$ cat config.mk
export PLATFORM = sky130hd
export DESIGN_NAME = iob_rom_2p_arbiter_flat
export DESIGN_NICKNAME = d
export VERILOG_FILES = /design/src/rtl/iob_rom_2p_arbiter_if.sv /design/src/rtl/iob_rom_2p_arbiter.sv /design/src/flat_wrapper.sv
export SDC_FILE = /design/constraint.sdc
export NUM_CORES = 1
export LEC_CHECK = 0
export CELL_PAD_IN_SITES_DETAIL_PLACEMENT = 2
export CELL_PAD_IN_SITES_GLOBAL_PLACEMENT = 2
export CORE_MARGIN = 4
export CORE_UTILIZATION = 26
export CTS_BUF_LIST = sky130_fd_sc_hd__clkbuf_16
export CTS_CLUSTER_DIAMETER = 80
export DETAILED_ROUTE_END_ITERATION = 8
export PLACE_DENSITY_LB_ADDON = 0.1
export SETUP_SLACK_MARGIN = 0.02
export SYNTH_ARGS = -nofsm -noshare
export SYNTH_HDL_FRONTEND = slang
export SYNTH_SLANG_ARGS = --single-unit
$ cat constraint.sdc
create_clock -name clk_i -period 1.7 [get_ports clk_i]
set_input_delay 0.34 -clock clk_i [delete_from_list [all_inputs] [get_ports clk_i]]
set_output_delay 0.34 -clock clk_i [all_outputs]
set_load 0.05 [all_outputs]
$ cat src/rtl/iob_rom_2p_arbiter_if.sv
// Bundle of the two requester ports and the shared ROM port.
// The arbiter takes the slave view. The requesters and the ROM macro take the master view.
interface iob_rom_2p_arbiter_if #(
    parameter int DATA_W = 32,
    parameter int ADDR_W = 10
);
    logic              r1_valid_i;
    logic [ADDR_W-1:0] r1_addr_i;
    logic              r1_ready_o;
    logic              r1_rvalid_o;
    logic [DATA_W-1:0] r1_rdata_o;

    logic              r2_valid_i;
    logic [ADDR_W-1:0] r2_addr_i;
    logic              r2_ready_o;
    logic              r2_rvalid_o;
    logic [DATA_W-1:0] r2_rdata_o;

    logic              rom_en_o;
    logic [ADDR_W-1:0] rom_addr_o;
    logic [DATA_W-1:0] rom_rdata_i;

    modport slave (
        input  r1_valid_i, r1_addr_i, r2_valid_i, r2_addr_i, rom_rdata_i,
        output r1_ready_o, r1_rvalid_o, r1_rdata_o,
        output r2_ready_o, r2_rvalid_o, r2_rdata_o,
        output rom_en_o, rom_addr_o
    );

    modport master (
        output r1_valid_i, r1_addr_i, r2_valid_i, r2_addr_i, rom_rdata_i,
        input  r1_ready_o, r1_rvalid_o, r1_rdata_o,
        input  r2_ready_o, r2_rvalid_o, r2_rdata_o,
        input  rom_en_o, rom_addr_o
    );
endinterface

$ cat src/rtl/iob_rom_2p_arbiter.sv
// Two-port read arbiter in front of one synchronous single-port ROM (1-cycle latency).
// The default build uses round-robin on conflicts, driven by a registered last_grant pointer.
// Define IOB_ROM_2P_ARB_FIXED_PRIO_EN to select fixed priority instead. In that build port 1
// always wins a conflict and the pointer is not built.
// Each port gets a 1-cycle rvalid strobe. The port's last word is held stable between reads.
module iob_rom_2p_arbiter #(
    parameter int DATA_W = 32,
    parameter int ADDR_W = 10
) (
    input logic                 clk_i,
    input logic                 arst_n_i,
    iob_rom_2p_arbiter_if.slave bus
);
    // index 0 = port 1, index 1 = port 2
    logic [1:0]             req;
    logic [1:0]             grant;
    logic [1:0]             rvalid_q;
    logic [1:0][DATA_W-1:0] hold_q;
    logic [1:0][DATA_W-1:0] rdata;

    assign req = {bus.r2_valid_i, bus.r1_valid_i};

`ifdef IOB_ROM_2P_ARB_FIXED_PRIO_EN
    assign grant[0] = req[0];
    assign grant[1] = req[1] & ~req[0];
`else
    typedef enum logic {LAST_P1 = 1'b0, LAST_P2 = 1'b1} last_e;
    last_e last_grant;

    // On a conflict, grant the port that did not win the previous accept.
    always_comb begin
        grant = req;
        if (&req)
            grant = (last_grant == LAST_P2) ? 2'b01 : 2'b10;
    end

    // The pointer moves only on an accept. Reset points at port 2 so port 1 wins first.
    always_ff @(posedge clk_i or negedge arst_n_i) begin
        if (!arst_n_i)
            last_grant <= LAST_P2;
        else if (grant[0])
            last_grant <= LAST_P1;
        else if (grant[1])
            last_grant <= LAST_P2;
    end
`endif

    // Accept implies a ROM read this cycle, so the data returns next cycle to the grantee.
    // The hold register captures that word at the end of its rvalid cycle.
    always_ff @(posedge clk_i or negedge arst_n_i) begin
        if (!arst_n_i) begin
            rvalid_q <= '0;
            hold_q   <= '0;
        end else begin
            rvalid_q <= grant;
            for (int p = 0; p < 2; p++)
                if (rvalid_q[p])
                    hold_q[p] <= bus.rom_rdata_i;
        end
    end

    // During rvalid the port sees the ROM word directly. Otherwise it sees its own hold register.
    always_comb begin
        for (int p = 0; p < 2; p++)
            rdata[p] = rvalid_q[p] ? bus.rom_rdata_i : hold_q[p];
    end

    assign bus.rom_en_o    = |grant;
    assign bus.rom_addr_o  = grant[1] ? bus.r2_addr_i : bus.r1_addr_i;

    assign bus.r1_ready_o  = grant[0];
    assign bus.r2_ready_o  = grant[1];
    assign bus.r1_rvalid_o = rvalid_q[0];
    assign bus.r2_rvalid_o = rvalid_q[1];
    assign bus.r1_rdata_o  = rdata[0];
    assign bus.r2_rdata_o  = rdata[1];
endmodule

$ cat src/flat_wrapper.sv
// flat-port wrapper written by rule: the top's interface ports become plain ports
module iob_rom_2p_arbiter_flat 
#(
    parameter int DATA_W = 32,
    parameter int ADDR_W = 10
)
  (clk_i, arst_n_i, bus_r1_valid_i, bus_r1_addr_i, bus_r2_valid_i, bus_r2_addr_i, bus_rom_rdata_i, bus_r1_ready_o, bus_r1_rvalid_o, bus_r1_rdata_o, bus_r2_ready_o, bus_r2_rvalid_o, bus_r2_rdata_o, bus_rom_en_o, bus_rom_addr_o);
  iob_rom_2p_arbiter_if #(.DATA_W(DATA_W), .ADDR_W(ADDR_W)) bus_i ();
  input logic clk_i;
  input logic arst_n_i;
  input wire logic [$bits(bus_i.r1_valid_i)-1:0] bus_r1_valid_i;
  input wire logic [$bits(bus_i.r1_addr_i)-1:0] bus_r1_addr_i;
  input wire logic [$bits(bus_i.r2_valid_i)-1:0] bus_r2_valid_i;
  input wire logic [$bits(bus_i.r2_addr_i)-1:0] bus_r2_addr_i;
  input wire logic [$bits(bus_i.rom_rdata_i)-1:0] bus_rom_rdata_i;
  output wire logic [$bits(bus_i.r1_ready_o)-1:0] bus_r1_ready_o;
  output wire logic [$bits(bus_i.r1_rvalid_o)-1:0] bus_r1_rvalid_o;
  output wire logic [$bits(bus_i.r1_rdata_o)-1:0] bus_r1_rdata_o;
  output wire logic [$bits(bus_i.r2_ready_o)-1:0] bus_r2_ready_o;
  output wire logic [$bits(bus_i.r2_rvalid_o)-1:0] bus_r2_rvalid_o;
  output wire logic [$bits(bus_i.r2_rdata_o)-1:0] bus_r2_rdata_o;
  output wire logic [$bits(bus_i.rom_en_o)-1:0] bus_rom_en_o;
  output wire logic [$bits(bus_i.rom_addr_o)-1:0] bus_rom_addr_o;
  assign bus_i.r1_valid_i = bus_r1_valid_i;
  assign bus_i.r1_addr_i = bus_r1_addr_i;
  assign bus_i.r2_valid_i = bus_r2_valid_i;
  assign bus_i.r2_addr_i = bus_r2_addr_i;
  assign bus_i.rom_rdata_i = bus_rom_rdata_i;
  assign bus_r1_ready_o = bus_i.r1_ready_o;
  assign bus_r1_rvalid_o = bus_i.r1_rvalid_o;
  assign bus_r1_rdata_o = bus_i.r1_rdata_o;
  assign bus_r2_ready_o = bus_i.r2_ready_o;
  assign bus_r2_rvalid_o = bus_i.r2_rvalid_o;
  assign bus_r2_rdata_o = bus_i.r2_rdata_o;
  assign bus_rom_en_o = bus_i.rom_en_o;
  assign bus_rom_addr_o = bus_i.rom_addr_o;
  iob_rom_2p_arbiter #(.DATA_W(DATA_W), .ADDR_W(ADDR_W)) u_core (.clk_i(clk_i), .arst_n_i(arst_n_i), .bus(bus_i));
endmodule
==> results.ini, run 1 <==
[run_status]
status=finished with violations
violations=setup timing

[drt]
wl_per_cell_um=21.0
vias=1978
first_pass_iters=4
routed_wl_um=9650
dr.first_iter.drc_count=29
drc=0
detail-route-antenna-nets=0
viasPerCell=4.30

[logic_synthesis]
synth-xor-area-share_pct=0
syn_area_per_cell_um2=17.2
yosys_warnings=0
synth_adder_area_share_pct=0
ys_ff_latch=67
synth_top_area_share_pct=61.4
synth-simple-area-share_pct=0.745
syn_nets=212
synth_edf_count=0
synthFlopType=dfrtp_1
async_flop_share_pct=100
ys_types=12
yosys.area.top_type=dfrtp_1
synthTopCellsByArea=dfrtp_1 (61%), mux2_2 (26%), mux2_4 (7.3%), buf_6 (2.9%), dfstp_2 (0.98%)
post-synth-top-count-cell=dfrtp_1
synth_common_cells=dfrtp_1 (66), mux2_2 (61), mux2_4 (13)
synth_top_family_by_area=multiplexers
synth_area_mm2=0.00269
netlist_instances=156
synth_seq_area_share_pct=62.4
synth_compound_area_share_pct=0.605
muxShareOfSynthArea_pct=32.8

[sta]
setup_viol=77
post-route-period-util_pct=114
holdWs_ps=34.1
fin_crit_ps=1930
slew_viol_final=0
hold_viol=0
fmaxAchievable_mhz=517
slew_headroom_pct=75.5
fin_worst_skew_ps=9.12
rsz0062_at_grt=true
worst_pin_slew_ps=367
fin_ws_ps=-235

[global_routing]
grt_usage_pct=14.2
grt_max_degree=68
antenna_found_initial=0
grt_pass1_wl_um=12800
overflow=0
grt_pass1_vias=2292

[worst_setup_path]
r2r_start=u_core.last_grant$_DFFE_PN1P_
crit_type=reg2out
critPathLaunch=u_core.last_grant$_DFFE_PN1P_
cp.arrival_ps=1590
start_kind=register
crit_fanout=2
critical_path_required_ps=1360
end_kind=output port

[placed_design]
place.gp.congestion=0.674
numPlacedInstances=424
post-place-ws_ps=-343
place_hpwl_um=5740
port-buffer-count=134

[cells_and_area]
fin_nets=378
areaGrowthSynthToFinish_pct=98.0
multi_input_area_mm2=0.00115
n_antenna_cell=0
final_util_pct=53.7
fin_cells=460
drive_gt1_share_pct=62.4
register_area_mm2=0.00168
fill_cells=880

[pwr]
irDropWorstVdd_mv=0.479
p_leak_nw=2.50
cellPowerDensity_mw_per_mm2=1260
total_power_mw=6.70

[run]
max_cap_violations=0

[clocking]
cts_buffers=9
clock_path_buffers=2
cts_sinks=67
cts_hold_buf=0
clk-insertion-delay-late_ps=320
tritoncts=yes
cts_max_level=3
path_clk_slew_ps=60
cts-root-buf=clkbuf_16

[hold_path]
hold_class=in2async

[floorplan]
num_rows=36
start_util_pct=27.1
chipWidth_um=110
die-area_mm2=0.0120
fp.coreArea_mm2=0.00991
io_pins=135
die_y_um=110

sequential cells by signal (all words and copies together), names as in the netlist:
signal / count
u_core.hold_q: 64
u_core.rvalid_q: 2
u_core.last_grant: 1
where the power goes:
| part | leakage, nW | switching [mW] | total (mW) | internal, mW |
|---|---|---|---|---|
| registers | 0.780 | 0.102 | 1.96 | 1.85 |
| clock network | 0.140 | 0.677 | 1.81 | 1.13 |
| logic | 1.58 | 1.60 | 2.94 | 1.34 |
| total | 2.50 | 2.38 | 6.70 | 4.32 |
critical path: stages, from the launching register on:
cell and delay [ps]:
dfstp_2 390, buf_4 130, buf_6 100, buf_6 100, or2b_1 240, and2_4 160
buf_8 140
cells by family (layout without fill, tap and decap cells):
kind of cell	count (synthesis)	count (layout)
AO/OA/AOI/OAI	2	2
buffers and inverters	10	181
flip-flops	67	67
multiplexers	74	74
AND/OR/NAND/NOR	3	3
cells in the final DEF (no fill, tap or decap), drive strengths merged:
| master | count |
|---|---|
| dlygate4sd2 | 2 |
| and2 | 1 |
| clkbuf | 13 |
| clkdlybuf4s50 | 52 |
| buf | 106 |
| dfrtp | 66 |
| clkinvlp | 2 |
| or2 | 1 |
| mux2 | 74 |
| bufinv | 1 |
| or2b | 1 |
| clkinv | 3 |
| dfstp | 1 |
| a21boi | 1 |
| o21ai | 1 |
| inv | 2 |
path summary, 6_finish.rpt:
check | endpoint | slack (ps) | depth (start not counted)
worst max register to register | u_core.rvalid_q[0]$_DFF_PN0_ | 220 | 7
min in group clk_i | u_core.hold_q[15]$_DFF_PN0_ | 500 | 1
worst max-delay path | bus_r1_ready_o | -230 | 6
worst min-delay path | u_core.hold_q[47]$_DFF_PN0_ | 30 | 2
worst min register to register | u_core.hold_q[15]$_DFF_PN0_ | 500 | 1
max in group asynchronous | u_core.last_grant$_DFFE_PN1P_ | 1340 | 2
per-layer routing:
| metal | GRT usage (%) | up-vias | share of wire [%] |
|---|---|---|---|
| li1 | - | 880 | - |
| met2 | 25.2 | 78 | 54 |
| met4 | 2.94 | 0 | 0.51 |
| met1 | 15.2 | 1015 | 37 |
| met3 | 7.22 | 5 | 8.4 |
| met5 | 0 | - | 0 |
area by class of cell:
| cell class | count | area share [%] |
|---|---|---|
| flip-flops and latches | 67 | 31.6 |
| well taps | 133 | 3.13 |
| clock buffers | 9 | 4.23 |
| multi-input cells | 79 | 21.7 |
| clock inverters | 7 | 1.32 |
| repair buffers | 164 | 38.0 |
| inverters | 1 | 0.0705 |
per-stage QoR:
stage | setup TNS [ps] | instance area, um2
after floorplan | 0 | 2690
after global placement | -3470 | 4230
after detailed placement | -3650 | 4230
after CTS | -9220 | 4940
after global routing | -15750 | 5320
final | -11840 | 5320
what timing repair did:
item,4_1_cts,5_1_grt
endpoints found under the setup margin,77,76
setup buffers,7,7
pin swaps,1,0
hold endpoints to repair,0,0
cloned,0,6
gates resized for setup,97,56
No activity file was read; power rests on OpenSTA's default activity.
==> run 2: changes to the inputs <==
--- a/config.mk
+++ b/config.mk
@@ -12,6 +12,7 @@
 export CTS_BUF_LIST = sky130_fd_sc_hd__clkbuf_16
 export CTS_CLUSTER_DIAMETER = 80
 export DETAILED_ROUTE_END_ITERATION = 8
+export MAX_ROUTING_LAYER = met4
 export PLACE_DENSITY_LB_ADDON = 0.1
 export SETUP_SLACK_MARGIN = 0.02
 export SYNTH_ARGS = -nofsm -noshare
==> run 2 against run 1 <==
The flow still finishes with violations (setup timing). Global-route usage is 0.47 points higher. Count of clock-buffer cells in the layout did not move. Critical path depth is 2 lower. Clock skew rose by 0.80 ps. Die area unchanged. Flip-flop and latch count unchanged. Hold slack better by 7.0 ps. Non-clock buffer count unchanged. Clock power barely moved. Via count about the same. Largest cell class unchanged.
==> results.ini, run 2 (same netlist as run 1, synthesis figures left out) <==
[drt]
vias=1977  ; -0.051%
routed_wl_um=9540  ; -1.2%
dr.first_iter.drc_count=30  ; +3.4%
viasPerCell=4.30  ; about the same
detail-route-antenna-nets=0  ; unchanged
wl_per_cell_um=20.7  ; -1.2%
first_pass_iters=4  ; unchanged
drc=0  ; unchanged

[pwr]
p_int_mw=4.31  ; -0.22%
sw_frac_of_total_pct=35.4  ; -0.11 points
power.share.sequential_pct=29.3  ; about the same
combPwrFrac_pct=43.8  ; about the same
irDropWorstVdd_mv=0.422  ; -12%
p_leak_nw=2.49  ; -0.16%
cellPowerDensity_mw_per_mm2=1260  ; -0.18%
p_clk_share_pct=26.9  ; about the same
switchingPower_mw=2.36  ; -0.69%

[clocking]
cts_max_level=3  ; unchanged
path_clk_slew_ps=60  ; about the same
clock_path_buffers=2  ; unchanged
clk-insertion-delay-late_ps=320  ; about the same
cts-root-buf=clkbuf_16
cts_buffers=9  ; unchanged
tritoncts=yes
cts_sinks=67  ; unchanged

[placed_design]
placed_area_mm2=0.00423  ; unchanged
port-buffer-count=134  ; unchanged
place_hpwl_um=5740  ; unchanged
place.gp.congestion=0.681  ; +0.99%

[global_routing]
grt_pass1_vias=2290  ; -0.087%
grt_max_degree=68  ; unchanged
grt_usage_pct=14.7  ; +0.47 points
antenna_found_initial=0  ; unchanged
grt_pass1_wl_um=12800  ; -0.26%
overflow=0  ; unchanged

[worst_setup_path]
start_kind=register
crit_fanout=10  ; +8
critical_path_required_ps=1360  ; about the same
crit_type=reg2out
cp.arrival_ps=1580  ; about the same
crit_slowest_cell=dfstp_2
path_buf_inv=2  ; -2
crit_chain=a21boi_4 > buf_12 > mux2_4 > buf_12
end_kind=output port
slowest_delay_ps=560  ; +170 ps
critPathTopFamily=flip-flops
crit_top_cell=buf_12

[cells_and_area]
areaGrowthSynthToFinish_pct=97.5
drive_gt1_share_pct=62.4  ; unchanged
n_antenna_cell=0  ; unchanged
fin_nets=378  ; unchanged
layout_commonest_cell=mux2_4
top_register=u_core.hold_q
final_util_pct=53.6  ; -0.11 points
top_regs=u_core.hold_q: 64 flops, u_core.rvalid_q: 2 flops, u_core.last_grant: 1 flops
fin_area_mm2=0.00531  ; -0.21%
mostFrequentLayoutCells=mux2_4 (73), dfrtp_1 (64), buf_6 (54)
largest_reg_flops=64  ; unchanged

[sta]
slew_headroom_pct=75.8  ; +0.22 points
fmaxAchievable_mhz=522  ; +0.90%
fin_ws_ps=-217  ; +17.3 ps
post-route-period-util_pct=113  ; -1.0 points
rsz0062_at_grt=true
slew_viol_final=0  ; unchanged
worst_pin_slew_ps=364  ; -3.24 ps
fin_worst_skew_ps=9.92  ; +0.801 ps
fin_crit_ps=1920  ; -17.3 ps
hold_viol=0  ; unchanged
setup_viol=77  ; unchanged

[run]
max_cap_violations=0  ; unchanged

[floorplan]
num_rows=36  ; unchanged
fp.coreArea_mm2=0.00991  ; unchanged
io_pins=135  ; unchanged
start_util_pct=27.1  ; unchanged
die_y_um=110  ; unchanged
chipWidth_um=110  ; unchanged
die-area_mm2=0.0120  ; unchanged

[hold_path]
hold_class=in2async

[run_status]
violations=setup timing
status=finished with violations

[run 2: cell count changes in the layout (fill, tap and decap cells not counted)]
cell and delta:
buf_6 +3, buf_8 -3
[run 2: final timing paths]
check                                                end                          start  slack, ps  depth (start not counted)
setup / recovery                       bus_rom_addr_o[5]  u_core.last_grant$_DFFE_PN1P_       -220                          4
hold / removal               u_core.hold_q[25]$_DFF_PN0_                       arst_n_i         40                          2
setup reg to reg            u_core.rvalid_q[0]$_DFF_PN0_  u_core.last_grant$_DFFE_PN1P_        250                          7
hold reg to reg              u_core.hold_q[16]$_DFF_PN0_    u_core.hold_q[16]$_DFF_PN0_        500                          1
max in group asynchronous  u_core.last_grant$_DFFE_PN1P_                       arst_n_i       1350                          2
min in group clk_i           u_core.hold_q[16]$_DFF_PN0_    u_core.hold_q[16]$_DFF_PN0_        500                          1
[run 2: routing by layer]
metal	global-route usage, %	vias to the layer above	routed length [um]
met1	16.0	1010	3680
li1	-	878	-
met5	-	-	0
met4	2.94	0	53
met3	6.58	8	680
met2	24.9	81	5120
[run 2: timing repair]
action                     in CTS  in global routing
resized for setup              97                 53
setup buffers                   7                  7
gates cloned                    0                  6
setup endpoints to repair      77                 76
hold buffers                    0                  0
pin swaps                       1                  0
[run 2: final cells by class]
type	count	area (um2)
fill	881	4600
timing repair buffer	164	2010
sequential	67	1680
multi-input combinational	79	1150
clock buffer	9	225
tap	133	166
clock inverter	7	70.1
inverter	1	3.75
[run 2: power groups by stage]
stage | Combinational, mW | Sequential [mW] | Clock [mW]
3_5_place_dp | 2.38 | 1.95 | 0
4_1_cts | 2.70 | 1.93 | 1.87
3_3_place_gp | 2.36 | 1.94 | 0
5_1_grt | 3.03 | 1.98 | 1.95
2_1_floorplan | 1.51 | 1.94 | 0
6_report | 2.92 | 1.95 | 1.80
[run 2: stage by stage]
step	hold slack, ps	power, mW	cells	setup WS (ps)	TNS [ps]
5_1_grt	55.9	6.96	460	-272	-15090
3_5_place_dp	396	4.33	424	-343	-3650
4_1_cts	48.5	6.50	447	-227	-9220
3_3_place_gp	397	4.30	424	-329	-3470
2_1_floorplan	44.4	3.45	156	20.5	0
6_report	41.1	6.67	460	-217	-11340
[run 2: worst register-to-register path, delay by kind of cell, from the launching register on]
| kind | cells | cell delay [ps] |
|---|---|---|
| buf+inv | 5 | 570 |
| flops | 1 | 390 |
| simple gates | 2 | 370 |
